**src/rtl/wb_mailbox_monitor.sv**
```systemverilog
// Passive Wishbone mailbox snoop: status channel 0 ends the run (pass/fail),
// channels 1..NUM_CHANNELS-1 feed a shared console FIFO, a watchdog flags timeout.
// Optional: define MBOX_CHAN_STATS_EN to add per-channel saturating write counters.
module wb_mailbox_monitor #(
   parameter logic [31:0] BASE_ADDR    = 32'h0000_F000,
   parameter int unsigned NUM_CHANNELS = 4,
   parameter logic [7:0]  PASS_CODE    = 8'h01,
   parameter logic [7:0]  FAIL_CODE    = 8'hFF,
   parameter int unsigned FIFO_DEPTH   = 16,
   parameter int unsigned MAX_CYCLES   = 200000
) (
   input  logic        clk,
   input  logic        rst_n,
   input  logic        wb_cyc_i,
   input  logic        wb_stb_i,
   input  logic        wb_we_i,
   input  logic        wb_ack_i,
   input  logic [31:0] wb_adr_i,
   input  logic [31:0] wb_dat_i,
   input  logic [3:0]  wb_sel_i,
   output logic        con_valid,
   input  logic        con_ready,
   output logic [7:0]  con_data,
   output logic [3:0]  con_chan,
   output logic        done,
   output logic        pass,
   output logic        fail,
   output logic        timeout,
   output logic [7:0]  exit_code,
   output logic [31:0] cycle_count,
   output logic        con_overflow
`ifdef MBOX_CHAN_STATS_EN
   ,
   output logic [NUM_CHANNELS*16-1:0] chan_writes
`endif
);

   localparam int unsigned AW = $clog2(FIFO_DEPTH);
   localparam int unsigned PW = AW + 1;
   localparam int unsigned EW = 12;

   localparam logic        WD_EN   = (MAX_CYCLES != 0);
   localparam logic [31:0] WD_LAST = WD_EN ? 32'(MAX_CYCLES - 1) : 32'd0;

   localparam logic [1:0] ST_RUN     = 2'd0;
   localparam logic [1:0] ST_PASS    = 2'd1;
   localparam logic [1:0] ST_FAIL    = 2'd2;
   localparam logic [1:0] ST_TIMEOUT = 2'd3;

   logic [1:0]    r_state;
   logic [1:0]    w_state_nxt;
   logic [31:0]   r_cycle_count;
   logic          r_done, r_pass, r_fail, r_timeout, r_overflow;
   logic [7:0]    r_exit_code;

   logic [PW-1:0] r_wr_ptr, r_rd_ptr;
   logic [EW-1:0] r_mem [FIFO_DEPTH];
   logic          r_con_valid;
   logic [7:0]    r_con_data;
   logic [3:0]    r_con_chan;

   logic [29:0]   w_word_off;
   logic          w_hit, w_beat, w_run, w_status, w_wd_expire;
   logic [3:0]    w_chan;
   logic          w_pop, w_full, w_push_req, w_push, w_drop;
   logic [PW-1:0] w_wr_nxt, w_rd_nxt;
   logic [EW-1:0] w_entry, w_head_nxt;
   logic          w_unused_ok;

   // Bus decode: qualified write beat and channel index relative to BASE_ADDR
   assign w_word_off  = wb_adr_i[31:2] - BASE_ADDR[31:2];
   assign w_hit       = (w_word_off < 30'(NUM_CHANNELS));
   assign w_chan      = w_word_off[3:0];
   assign w_beat      = wb_cyc_i & wb_stb_i & wb_we_i & wb_ack_i & wb_sel_i[0];
   assign w_run       = (r_state == ST_RUN);
   assign w_status    = w_beat & w_hit & (w_chan == 4'd0);
   assign w_wd_expire = WD_EN & (r_cycle_count == WD_LAST);
   assign w_unused_ok = &{1'b0, wb_dat_i[31:8], wb_sel_i[3:1], w_word_off[29:4]};

   // Next-state logic; a status beat takes priority over watchdog expiry
   always_comb begin
      w_state_nxt = r_state;
      case (r_state)
         ST_RUN: begin
            if (w_status && (wb_dat_i[7:0] == PASS_CODE))
               w_state_nxt = ST_PASS;
            else if (w_status && (wb_dat_i[7:0] == FAIL_CODE))
               w_state_nxt = ST_FAIL;
            else if (w_wd_expire)
               w_state_nxt = ST_TIMEOUT;
         end
         default: w_state_nxt = r_state;
      endcase
   end

   // State register
   always_ff @(posedge clk or negedge rst_n) begin
      if (!rst_n) r_state <= ST_RUN;
      else        r_state <= w_state_nxt;
   end

   // Sticky run result, captured on the single RUN -> terminal transition
   always_ff @(posedge clk or negedge rst_n) begin
      if (!rst_n) begin
         r_done      <= 1'b0;
         r_pass      <= 1'b0;
         r_fail      <= 1'b0;
         r_timeout   <= 1'b0;
         r_exit_code <= 8'h00;
      end else if (w_run && (w_state_nxt != ST_RUN)) begin
         r_done      <= 1'b1;
         r_pass      <= (w_state_nxt == ST_PASS);
         r_fail      <= (w_state_nxt == ST_FAIL);
         r_timeout   <= (w_state_nxt == ST_TIMEOUT);
         r_exit_code <= (w_state_nxt == ST_PASS) ? PASS_CODE :
                        (w_state_nxt == ST_FAIL) ? FAIL_CODE : 8'h00;
      end
   end

   // Free-running cycle counter while in RUN, frozen once terminated
   always_ff @(posedge clk or negedge rst_n) begin
      if (!rst_n)     r_cycle_count <= 32'd0;
      else if (w_run) r_cycle_count <= r_cycle_count + 32'd1;
   end

   // FIFO control: a pop in the same cycle frees the slot for a push into a full FIFO
   assign w_pop      = r_con_valid & con_ready;
   assign w_full     = (r_wr_ptr[AW] != r_rd_ptr[AW]) &&
                       (r_wr_ptr[AW-1:0] == r_rd_ptr[AW-1:0]);
   assign w_push_req = w_beat & w_hit & (w_chan != 4'd0) & w_run;
   assign w_push     = w_push_req & (~w_full | w_pop);
   assign w_drop     = w_push_req & ~w_push;
   assign w_wr_nxt   = r_wr_ptr + PW'(w_push);
   assign w_rd_nxt   = r_rd_ptr + PW'(w_pop);
   assign w_entry    = {w_chan, wb_dat_i[7:0]};
   // New head is the byte being written when the FIFO ends up holding only that entry
   assign w_head_nxt = (w_push && (w_rd_nxt == r_wr_ptr)) ? w_entry
                                                          : r_mem[w_rd_nxt[AW-1:0]];

   // FIFO storage
   always_ff @(posedge clk) begin
      if (w_push) r_mem[r_wr_ptr[AW-1:0]] <= w_entry;
   end

   // Pointers, registered head output and sticky overflow flag
   always_ff @(posedge clk or negedge rst_n) begin
      if (!rst_n) begin
         r_wr_ptr    <= '0;
         r_rd_ptr    <= '0;
         r_con_valid <= 1'b0;
         r_con_data  <= 8'h00;
         r_con_chan  <= 4'h0;
         r_overflow  <= 1'b0;
      end else begin
         r_wr_ptr    <= w_wr_nxt;
         r_rd_ptr    <= w_rd_nxt;
         r_con_valid <= (w_wr_nxt != w_rd_nxt);
         if (w_wr_nxt != w_rd_nxt)
            {r_con_chan, r_con_data} <= w_head_nxt;
         if (w_drop)
            r_overflow <= 1'b1;
      end
   end

   assign con_valid    = r_con_valid;
   assign con_data     = r_con_data;
   assign con_chan     = r_con_chan;
   assign done         = r_done;
   assign pass         = r_pass;
   assign fail         = r_fail;
   assign timeout      = r_timeout;
   assign exit_code    = r_exit_code;
   assign cycle_count  = r_cycle_count;
   assign con_overflow = r_overflow;

`ifdef MBOX_CHAN_STATS_EN
   logic [15:0] r_chan_writes [NUM_CHANNELS];

   // Per-channel saturating count of qualified beats, in every state
   always_ff @(posedge clk or negedge rst_n) begin
      if (!rst_n) begin
         for (int n = 0; n < int'(NUM_CHANNELS); n++) r_chan_writes[n] <= 16'h0000;
      end else begin
         for (int n = 0; n < int'(NUM_CHANNELS); n++)
            if (w_beat && w_hit && (w_chan == 4'(n)) && (r_chan_writes[n] != 16'hFFFF))
               r_chan_writes[n] <= r_chan_writes[n] + 16'd1;
      end
   end

   for (genvar g = 0; g < int'(NUM_CHANNELS); g++) begin : g_stats
      assign chan_writes[g*16 +: 16] = r_chan_writes[g];
   end
`endif

endmodule

```
**config.mk**
```make
export PLATFORM = sky130hd
export DESIGN_NAME = wb_mailbox_monitor
export DESIGN_NICKNAME = d
export VERILOG_FILES = /design/src/rtl/wb_mailbox_monitor.sv
export SDC_FILE = /design/constraint.sdc
export NUM_CORES = 1
export LEC_CHECK = 0
export BUFFER_PORTS_ARGS = -buffer_cell sky130_fd_sc_hd__buf_4
export CAP_MARGIN = 20
export CORE_ASPECT_RATIO = 0.5
export CORE_UTILIZATION = 58
export DETAILED_ROUTE_END_ITERATION = 16
export GPL_TIMING_DRIVEN = 0
export PLACE_DENSITY = 0.8
export SKIP_CTS_REPAIR_TIMING = 1
export SYNTH_ARGS = -nofsm -noshare
export SYNTH_HDL_FRONTEND = slang
export SYNTH_SLANG_ARGS = --single-unit
```
**constraint.sdc**
```tcl
create_clock -name clk -period 4.5 [get_ports clk]
set_input_delay 0.45 -clock clk [delete_from_list [all_inputs] [get_ports clk]]
set_output_delay 0.45 -clock clk [all_outputs]
set_load 0.01 [all_outputs]
```
==> flow_summary_export.csv, run 1 <==
group,metric,value,unit
sta,rsz0062_at_grt,"no",
pwr,ir_worst_vdd,0.334,mV
yosys,synth_cells,611,
sta,worst_slew_pin_slew,1020,ps
sta,period_needed,3940,ps
placement,dpl-instance-area,11900,sq um
worst_setup_path,startpoint_type,"register",
worst_setup_path,end_kind,"register",
cts,insertion_delay,500,ps
yosys,ys_seq_area_share,68.9,%
placement,place_congestion,0.843,
cells_and_area,nets,838,
route,route.detailed.drc,0,
sta,setup_viol,0,
cells_and_area,layout.cell_area.non_filler,12700,sq um
outcome,status,"finished clean",
yosys,synth_warnings,0,
cts,htreeDepth,1,
pwr,total_power,6.84,mW
yosys,ys_seq_elements,255,
yosys,syn_nets,695,
placement,io_buffers,103,
cells_and_area,fill_cells,1067,
cells_and_area,drive_gt1_share,32.6,%
pwr,p_leak,4.62,nW
cells_and_area,diodes,0,
route,drt-total-wl,23.0,mm
placement,hpwlAfterDp,15.6,mm
sta,fmax,0.254,GHz
cts,cts_tree,"yes",
yosys,synthDistinctLibCells,45,
sta,slew_headroom,31.6,%
route,via_count,6133,
cts,cts.clk_slew.worst_paths,70,ps
grt,grt_pass1_wl,35.4,mm
cts,clockBufferDepth,3,
route,drtIter0Drc,499,
sta,tns,0,ps
yosys,synthesis.area,10700,sq um
die,start_util,60.4,%
worst_setup_path,arrival,4300,ps
grt,grt_max_degree,64,
grt,grt_use_total,25.1,%
sta,fin_skew,15.2,ps
worst_setup_path,crit_fanout,10,
cts,root_buffer,"clkbuf_16",
cells_and_area,area_delta_synth_final,18.8,%
die,fp-row-count,34,
cells_and_area,instances_no_fill,1004,
placement,dp_cells,964,
grt,grt-ovfl-total,0,
die,die_h,97.8,um
sta,period_share,87.6,%
route,post_drt_via_cell_ratio,6.11,
route,antenna_left,0,
worst_setup_path,crit_type,"reg -> reg",
grt,grt_pass1_vias,6165,
sta,slew_violations,0,
grt,antenna_found_initial,0,
die,io_pins,133,
cts,cts_buffers,22,
die,core-area,17700,sq um
die,die_area,19000,sq um
worst_setup_path,cp.required,4860,ps
run,maxCapViolCount,0,
pwr,power.density,540,nW/um^2
hold_path,worstHoldPathType,"in -> async",
cells_and_area,mostFrequentLayoutCells,"edfxtp_1, buf_4, dfrtp_1",
route,wire_per_inst,22.9,um
sta,hold_viol_final,0,
yosys,syn_area_per_cell,17.4,sq um
die,die_w,194,um
cts,clock_sinks,255,
route,drt_first_pass_iters,5,
cells_and_area,layout_commonest_cell,"edfxtp_1",
critical path, stage by stage (launching register included):
cell	delay [ps]
dfrtp_1	400
and2_1	220
ha_1	210
ha_1	290
clkbuf_1	330
clkbuf_1	560
clkbuf_1	640
mux4_2	410
mux2i_1	220
mux2i_1	120
mux2i_1	280
a21oi_1	110
per-stage QoR:
stage / setup slack (ps) / hold slack (ps) / utilization (%)
after detailed placement: 481 / 455 / 67.6
after global placement: -554 / 445 / 66.4
after CTS: 536 / 74.2 / 71.7
after floorplan: 960 / 154 / -
after global routing: 270 / 101 / 71.7
final: 558 / 41.3 / 71.7
path summary, 6_finish.rpt:
check | cells after the start | end | slack, ps | from
setup / recovery | 11 | con_chan[1]$_DFFE_PN0P_ | 560 | con_valid$_DFF_PN0_
setup reg to reg | 11 | con_chan[1]$_DFFE_PN0P_ | 560 | con_valid$_DFF_PN0_
hold / removal | 1 | con_data[1]$_DFFE_PN0P_ | 40 | rst_n
max in group asynchronous | 1 | cycle_count[24]$_DFFE_PN0N_ | 3910 | rst_n
min in group clk | 1 | r_mem[3][10]$_DFFE_PP_ | 280 | wb_adr_i[4]
hold reg to reg | 1 | con_overflow$_DFFE_PN0P_ | 470 | con_overflow$_DFFE_PN0P_
cell type report:
type	instances	area (sq um)	area share, %
tap	234	293	2.31
timing repair buffer	119	935	7.39
clock buffer	31	626	4.94
buffer	31	163	1.29
multi-input combinational	321	3200	25.3
inverter	4	15.0	0.119
clock inverter	9	86.3	0.682
sequential	255	7340	58.0
power by group:
group | internal, mW | total (mW) | leakage (nW) | switching, mW
sequential | 2.63 | 2.70 | 2.54 | 0.0725
clock | 1.04 | 1.86 | 0.334 | 0.822
combinational | 1.12 | 2.28 | 1.75 | 1.16
total | 4.79 | 6.84 | 4.62 | 2.05
registers in the layout, summed over array words and instances (netlist names):
register	cells
con_valid	1
cycle_count	32
r_wr_ptr	5
done	1
con_overflow	1
con_chan	4
r_rd_ptr	5
timeout	1
r_state	2
r_mem	192
con_data	8
pass	1
exit_code	2
synth_stat cells, drive strengths merged:
cell	count	area share, %
nor4b	6	0.67
nand3	21	0.99
nor4	17	1.3
nand3b	1	0.070
or4	4	0.32
o41ai	1	0.082
nand4	14	0.82
nor2	33	1.2
o21ba	1	0.094
o21ai	1	0.047
nand2b	2	0.12
xnor2	32	2.8
o21bai	1	0.070
nand2	17	0.60
edfxtp	192	54
a21oi	11	0.52
inv	4	0.14
and3	2	0.12
mux2i	44	4.1
buf	18	1.1
ha	9	1.1
o2111ai	1	0.082
or3	1	0.059
and2	2	0.12
xor2	18	1.5
or2	3	0.18
nor4bb	1	0.094
dfrtp	63	15
clkbuf	13	0.46
nor3	14	0.70
or3b	1	0.082
mux2	9	0.95
a21o	1	0.070
mux4	48	10
and4	4	0.33
xor3	1	0.22
routing by layer:
| metal | up-vias | share of wire, % | wire [um] | global-route usage [%] |
|---|---|---|---|---|
| met5 | - | 0 | 0 | 0 |
| met4 | 0 | 1.1 | 263 | 4.92 |
| met3 | 28 | 8.1 | 1860 | 3.90 |
| met2 | 293 | 49 | 11200 | 41.8 |
| met1 | 3141 | 42 | 9610 | 35.9 |
| li1 | 2671 | - | - | - |
cells by family (layout without fill, tap and decap cells):
family | count (synthesis) | in the layout | share of synthesized area [%]
DFF | 255 | 255 | 68.9
and+or+nand+nor | 143 | 143 | 7.68
muxes | 101 | 101 | 15.2
xor gates and xnor gates | 51 | 51 | 4.51
buffers and inverters | 35 | 194 | 1.67
AOI/OAI and AO/OA | 17 | 17 | 0.963
adders and majority gates | 9 | 9 | 1.06
Power figures use the tool's default switching activity.
==> run 2, diff against run 1 <==
--- a/config.mk
+++ b/config.mk
@@ -10,7 +10,7 @@
 export CORE_ASPECT_RATIO = 0.5
 export CORE_UTILIZATION = 58
 export DETAILED_ROUTE_END_ITERATION = 16
-export GPL_TIMING_DRIVEN = 0
+export GPL_TIMING_DRIVEN = 1
 export PLACE_DENSITY = 0.8
 export SKIP_CTS_REPAIR_TIMING = 1
 export SYNTH_ARGS = -nofsm -noshare
==> run 2 against run 1 <==
- wire length shrank 2.9%
- critical path depth is the same
- power shrank 1.3%
- largest cell class unchanged
- clock power shrank 2%
- design area shrank 1.2%
- largest power group unchanged
- sequential power is essentially flat
- non-clock buffer count shrank 23
- via count shrank 3.0%
==> flow_summary_export.csv, run 2 (same netlist as run 1, synthesis figures left out) <==
group,metric,value,unit
outcome,status,"finished clean",
placement,hpwlAfterDp,13.7,mm
worst_setup_path,end_kind,"register",
grt,grt_pass1_vias,6015,
cts,insertion_delay,500,ps
cells_and_area,instances_no_fill,981,
grt,grt_max_degree,64,
sta,slew_headroom,34.4,%
pwr,power.density,540,nW/um^2
cells_and_area,layout_commonest_cell,"edfxtp_1",
grt,grt_use_total,24.0,%
route,drt-total-wl,22.3,mm
cts,cts.clk_slew.worst_paths,70,ps
placement,dp_cells,941,
sta,hold_viol_final,0,
cts,cts_buffers,22,
die,start_util,60.4,%
cts,cts_tree,"yes",
cells_and_area,area_delta_synth_final,17.4,%
cells_and_area,largest_reg_flops,192,
worst_setup_path,crit_type,"reg -> reg",
run,maxCapViolCount,0,
cells_and_area,nets,815,
die,core-area,17700,sq um
sta,period_needed,3990,ps
die,fp-row-count,34,
die,die_w,194,um
route,route.detailed.drc,0,
route,antenna_left,0,
cts,htreeDepth,1,
die,io_pins,133,
worst_setup_path,arrival,4370,ps
route,wire_per_inst,22.7,um
route,drt_first_pass_iters,4,
die,die_area,19000,sq um
worst_setup_path,crit_fanout,23,
sta,tns,0,ps
placement,io_buffers,103,
worst_setup_path,cp.required,4880,ps
grt,grt-ovfl-total,0,
cells_and_area,drive_gt1_share,32.5,%
route,post_drt_via_cell_ratio,6.07,
pwr,p_leak,4.55,nW
sta,setup_viol,0,
hold_path,worstHoldPathType,"in -> async",
sta,rsz0062_at_grt,"no",
route,via_count,5951,
worst_setup_path,startpoint_type,"register",
cts,root_buffer,"clkbuf_16",
worst_setup_path,r2r_slack,510,ps
cts,clock_sinks,255,
sta,worst_slew_pin_slew,977,ps
sta,period_share,88.6,%
grt,grt_pass1_wl,34.0,mm
placement,place_congestion,0.867,
cts,clockBufferDepth,3,
cells_and_area,diodes,0,
sta,slew_violations,0,
sta,fmax,0.251,GHz
route,drtIter0Drc,443,
grt,antenna_found_initial,0,
die,die_h,97.8,um
cells_and_area,mostFrequentLayoutCells,"edfxtp_1, buf_4, dfrtp_1",
sta,fin_skew,7.58,ps
pwr,ir_worst_vdd,0.276,mV
## run 2: layout make-up
type | count | area (sq um)
sequential | 255 | 7340
fill | 1067 | 5150
multi-input combinational | 321 | 3220
timing repair buffer | 127 | 953
clock buffer | 26 | 587
tap | 234 | 293
clock inverter | 14 | 97.6
inverter | 4 | 15.0
## run 2: worst paths after layout
kind                                            end  depth (start not counted)                     start
min in group clk              r_mem[2][0]$_DFFE_PP_                          1               wb_dat_i[0]
max in group asynchronous     r_rd_ptr[0]$_DFF_PN0_                          1                     rst_n
max                         con_chan[3]$_DFFE_PN0P_                         11     r_wr_ptr[3]$_DFF_PN0_
min                         con_data[3]$_DFFE_PN0P_                          1                     rst_n
max reg2reg                 con_chan[3]$_DFFE_PN0P_                         11     r_wr_ptr[3]$_DFF_PN0_
min reg2reg                con_overflow$_DFFE_PN0P_                          1  con_overflow$_DFFE_PN0P_
## run 2: per-layer routing
layer	wire length, um	vias up	global-route usage, %	share of wire (%)
met4	423	0	6.22	1.9
li1	-	2628	-	-
met2	10800	247	39.0	48
met1	9530	3041	33.9	43
met3	1570	35	4.59	7.0
met5	0	-	0	0
## run 2: worst max-delay path: stages, from the launching register on
cell and delay, ps:
dfrtp_1 510, xor2_1 210, or4_1 550, nor3_2 390, nor3_1 110, ha_1 220
ha_1 210, nand3_1 110, xor2_1 220, xnor2_1 140, or3_1 750, mux2_2 420
## run 2: where the power goes
group | leakage (nW) | switching [mW] | total, mW | internal, mW
sequential | 2.54 | 0.0692 | 2.70 | 2.63
combinational | 1.68 | 1.10 | 2.24 | 1.13
clock | 0.329 | 0.823 | 1.82 | 0.994
## run 2: stage by stage
stage	total power, mW	area (sq um)	setup slack [ps]	utilization [%]	hold WS, ps
after global placement	4.93	11800	534	67.0	445
after detailed placement	4.98	11800	473	67.0	464
final	6.75	12500	515	70.8	51.4
after global routing	7.04	12500	274	70.8	119
after floorplan	4.37	10700	960	-	154
after CTS	6.80	12500	539	70.8	91.7
==> run 3, diff against run 2 <==
==> constraint.sdc (replaced) <==
create_clock -name clk -period 3.7 [get_ports clk]
set_input_delay 0.37 -clock clk [delete_from_list [all_inputs] [get_ports clk]]
set_output_delay 0.37 -clock clk [all_outputs]
set_load 0.01 [all_outputs]
==> run 3 against run 2 <==
- utilization rose by 1.1 points
- sequential share of layout area fell by 0.94 points
- sequential power rose by 21%
- the run now ends with hold timing left
- global-route usage rose by 2.3 points
- register-to-register slack got worse by 210 ps
- largest cell class unchanged
- non-clock buffer count rose by 13
==> flow_summary_export.csv, run 3 (same netlist as run 1, synthesis figures left out) <==
group,metric,value,unit
sta,period_share,91.9,%
grt,grt_pass1_wl,36.9,mm
cells_and_area,mostFrequentLayoutCells,"edfxtp_1, buf_4, dfrtp_1",
route,drt-total-wl,24.0,mm
route,wire_per_inst,24.1,um
die,core-area,17700,sq um
cells_and_area,drive_gt1_share,33.7,%
sta,period_needed,3400,ps
cts,insertion_delay,520,ps
worst_setup_path,r2r_slack,300,ps
cts,cts.clk_slew.worst_paths,70,ps
die,io_pins,133,
worst_setup_path,crit_type,"reg -> reg",
sta,setup_viol,0,
worst_setup_path,worst-path-buf-inv,1,
placement,io_buffers,103,
sta,hold_viol_final,22,
route,via_count,6180,
grt,antenna_found_initial,0,
route,antenna_left,0,
cells_and_area,largest_reg_flops,192,
cts,clock_sinks,255,
placement,hpwlAfterDp,14.5,mm
worst_setup_path,end_kind,"register",
worst_setup_path,startpoint_type,"register",
worst_setup_path,arrival,3790,ps
worst_setup_path,crit_chain,"xor2_1 -> or4_1 -> nor3_2 -> nor3_1 -> ha_1 -> ha_1 -> xor2_1 -> xnor2_1 -> nand3_1 -> or3_1 -> buf_12 -> mux2_2",
sta,slew_violations,0,
cells_and_area,layout_commonest_cell,"edfxtp_1",
die,fp-row-count,34,
cts,cts_buffers,23,
route,post_drt_via_cell_ratio,6.20,
route,route.detailed.drc,0,
sta,fin_skew,14.8,ps
grt,grt_use_total,26.3,%
worst_setup_path,r2r_cells,12,
worst_setup_path,max_stage_delay,550,ps
worst_setup_path,crit_fanout,23,
cts,root_buffer,"clkbuf_16",
pwr,total_power,8.49,mW
route,drtIter0Drc,659,
sta,worst_slew_pin_slew,882,ps
sta,tns,0,ps
hold_path,worstHoldPathType,"in -> async",
pwr,power.density,668,nW/um^2
die,die_h,97.8,um
grt,grt_max_degree,64,
worst_setup_path,cpMaxStageDelayCell,"or4_1",
run,maxCapViolCount,0,
cells_and_area,area_delta_synth_final,19.3,%
cells_and_area,diodes,0,
sta,rsz0062_at_grt,"no",
pwr,p_leak,4.67,nW
placement,place_congestion,0.851,
cts,htreeDepth,1,
pwr,ir_worst_vdd,0.427,mV
worst_setup_path,r2r-start,"r_rd_ptr[3]$_DFF_PN0_",
cells_and_area,nets,829,
worst_setup_path,critPathTopFamily,"simple AND/OR/NAND/NOR gates",
cts,clockBufferDepth,3,
route,drt_first_pass_iters,5,
sta,slew_headroom,41.2,%
sta,holdWs,-60.8,ps
die,start_util,60.4,%
outcome,status,"complete, but fails checks",
cells_and_area,fill_cells,1028,
die,die_w,194,um
sta,fmax,0.294,GHz
worst_setup_path,cp.depth,12,
die,die_area,19000,sq um
grt,grt-ovfl-total,0,
cts,cts_tree,"yes",
outcome,violations,"hold timing",
grt,grt_pass1_vias,6263,
worst_setup_path,cp.required,4090,ps
worst_setup_path,r2r_end,"con_chan[3]$_DFFE_PN0P_",
## run 3: cell count changes in the layout (fill, tap and decap cells not counted), sizes merged
| cell | delta |
|---|---|
| bufinv | +2 |
| clkinvlp | -1 |
| buf | +13 |
| clkinv | -2 |
| clkbuf | +3 |
## run 3: how the worst max path moves through the flow
stage / from / to / slack [ps]
detailed placement: wb_adr_i[5] / con_chan[2]$_DFFE_PN0P_ / 100
CTS: r_rd_ptr[3]$_DFF_PN0_ / con_chan[3]$_DFFE_PN0P_ / 280
floorplan: wb_adr_i[30] / r_mem[0][0]$_DFFE_PP_ / 240
global route: r_rd_ptr[3]$_DFF_PN0_ / con_chan[3]$_DFFE_PN0P_ / 110
finish: r_rd_ptr[3]$_DFF_PN0_ / con_chan[3]$_DFFE_PN0P_ / 300
global placement: wb_adr_i[5] / con_chan[2]$_DFFE_PN0P_ / 140
## run 3: layout make-up
type	instances	area [sq um]	share of cell area [%]
Timing Repair Buffer	140	1090	8.57
Sequential cell	255	7340	57.8
Clock inverter	13	144	1.13
Tap cell	234	293	2.30
Multi-Input combinational cell	321	3220	25.3
Clock buffer	29	608	4.78
Inverter	4	15.0	0.118
## run 3: power by group
group          internal (mW)  switching [mW]
Clock                   1.38            1.03
Sequential              3.19          0.0814
Combinational           1.43            1.38
## run 3: layer usage
metal / track usage (%) / up-vias / routed length (um)
met4: 7.45 / 0 / 626
met5: 0 / - / 0
met2: 42.5 / 357 / 11400
met1: 37.0 / 3123 / 9570
li1: - / 2654 / -
met3: 5.46 / 46 / 2420
## run 3: metrics by stage
| step | instance area [sq um] | hold WS (ps) | instances | utilization [%] | setup WS (ps) |
|---|---|---|---|---|---|
| 4_1_cts | 12700 | -9.34 | 996 | 72.0 | 279 |
| 6_report | 12700 | -60.8 | 996 | 72.0 | 302 |
| 2_1_floorplan | 10700 | 74.4 | 611 | - | 240 |
| 3_3_place_gp | 12000 | 446 | 954 | 67.7 | 144 |
| 5_1_grt | 12700 | 3.28 | 996 | 72.0 | 109 |
| 3_5_place_dp | 12000 | 465 | 954 | 67.7 | 101 |
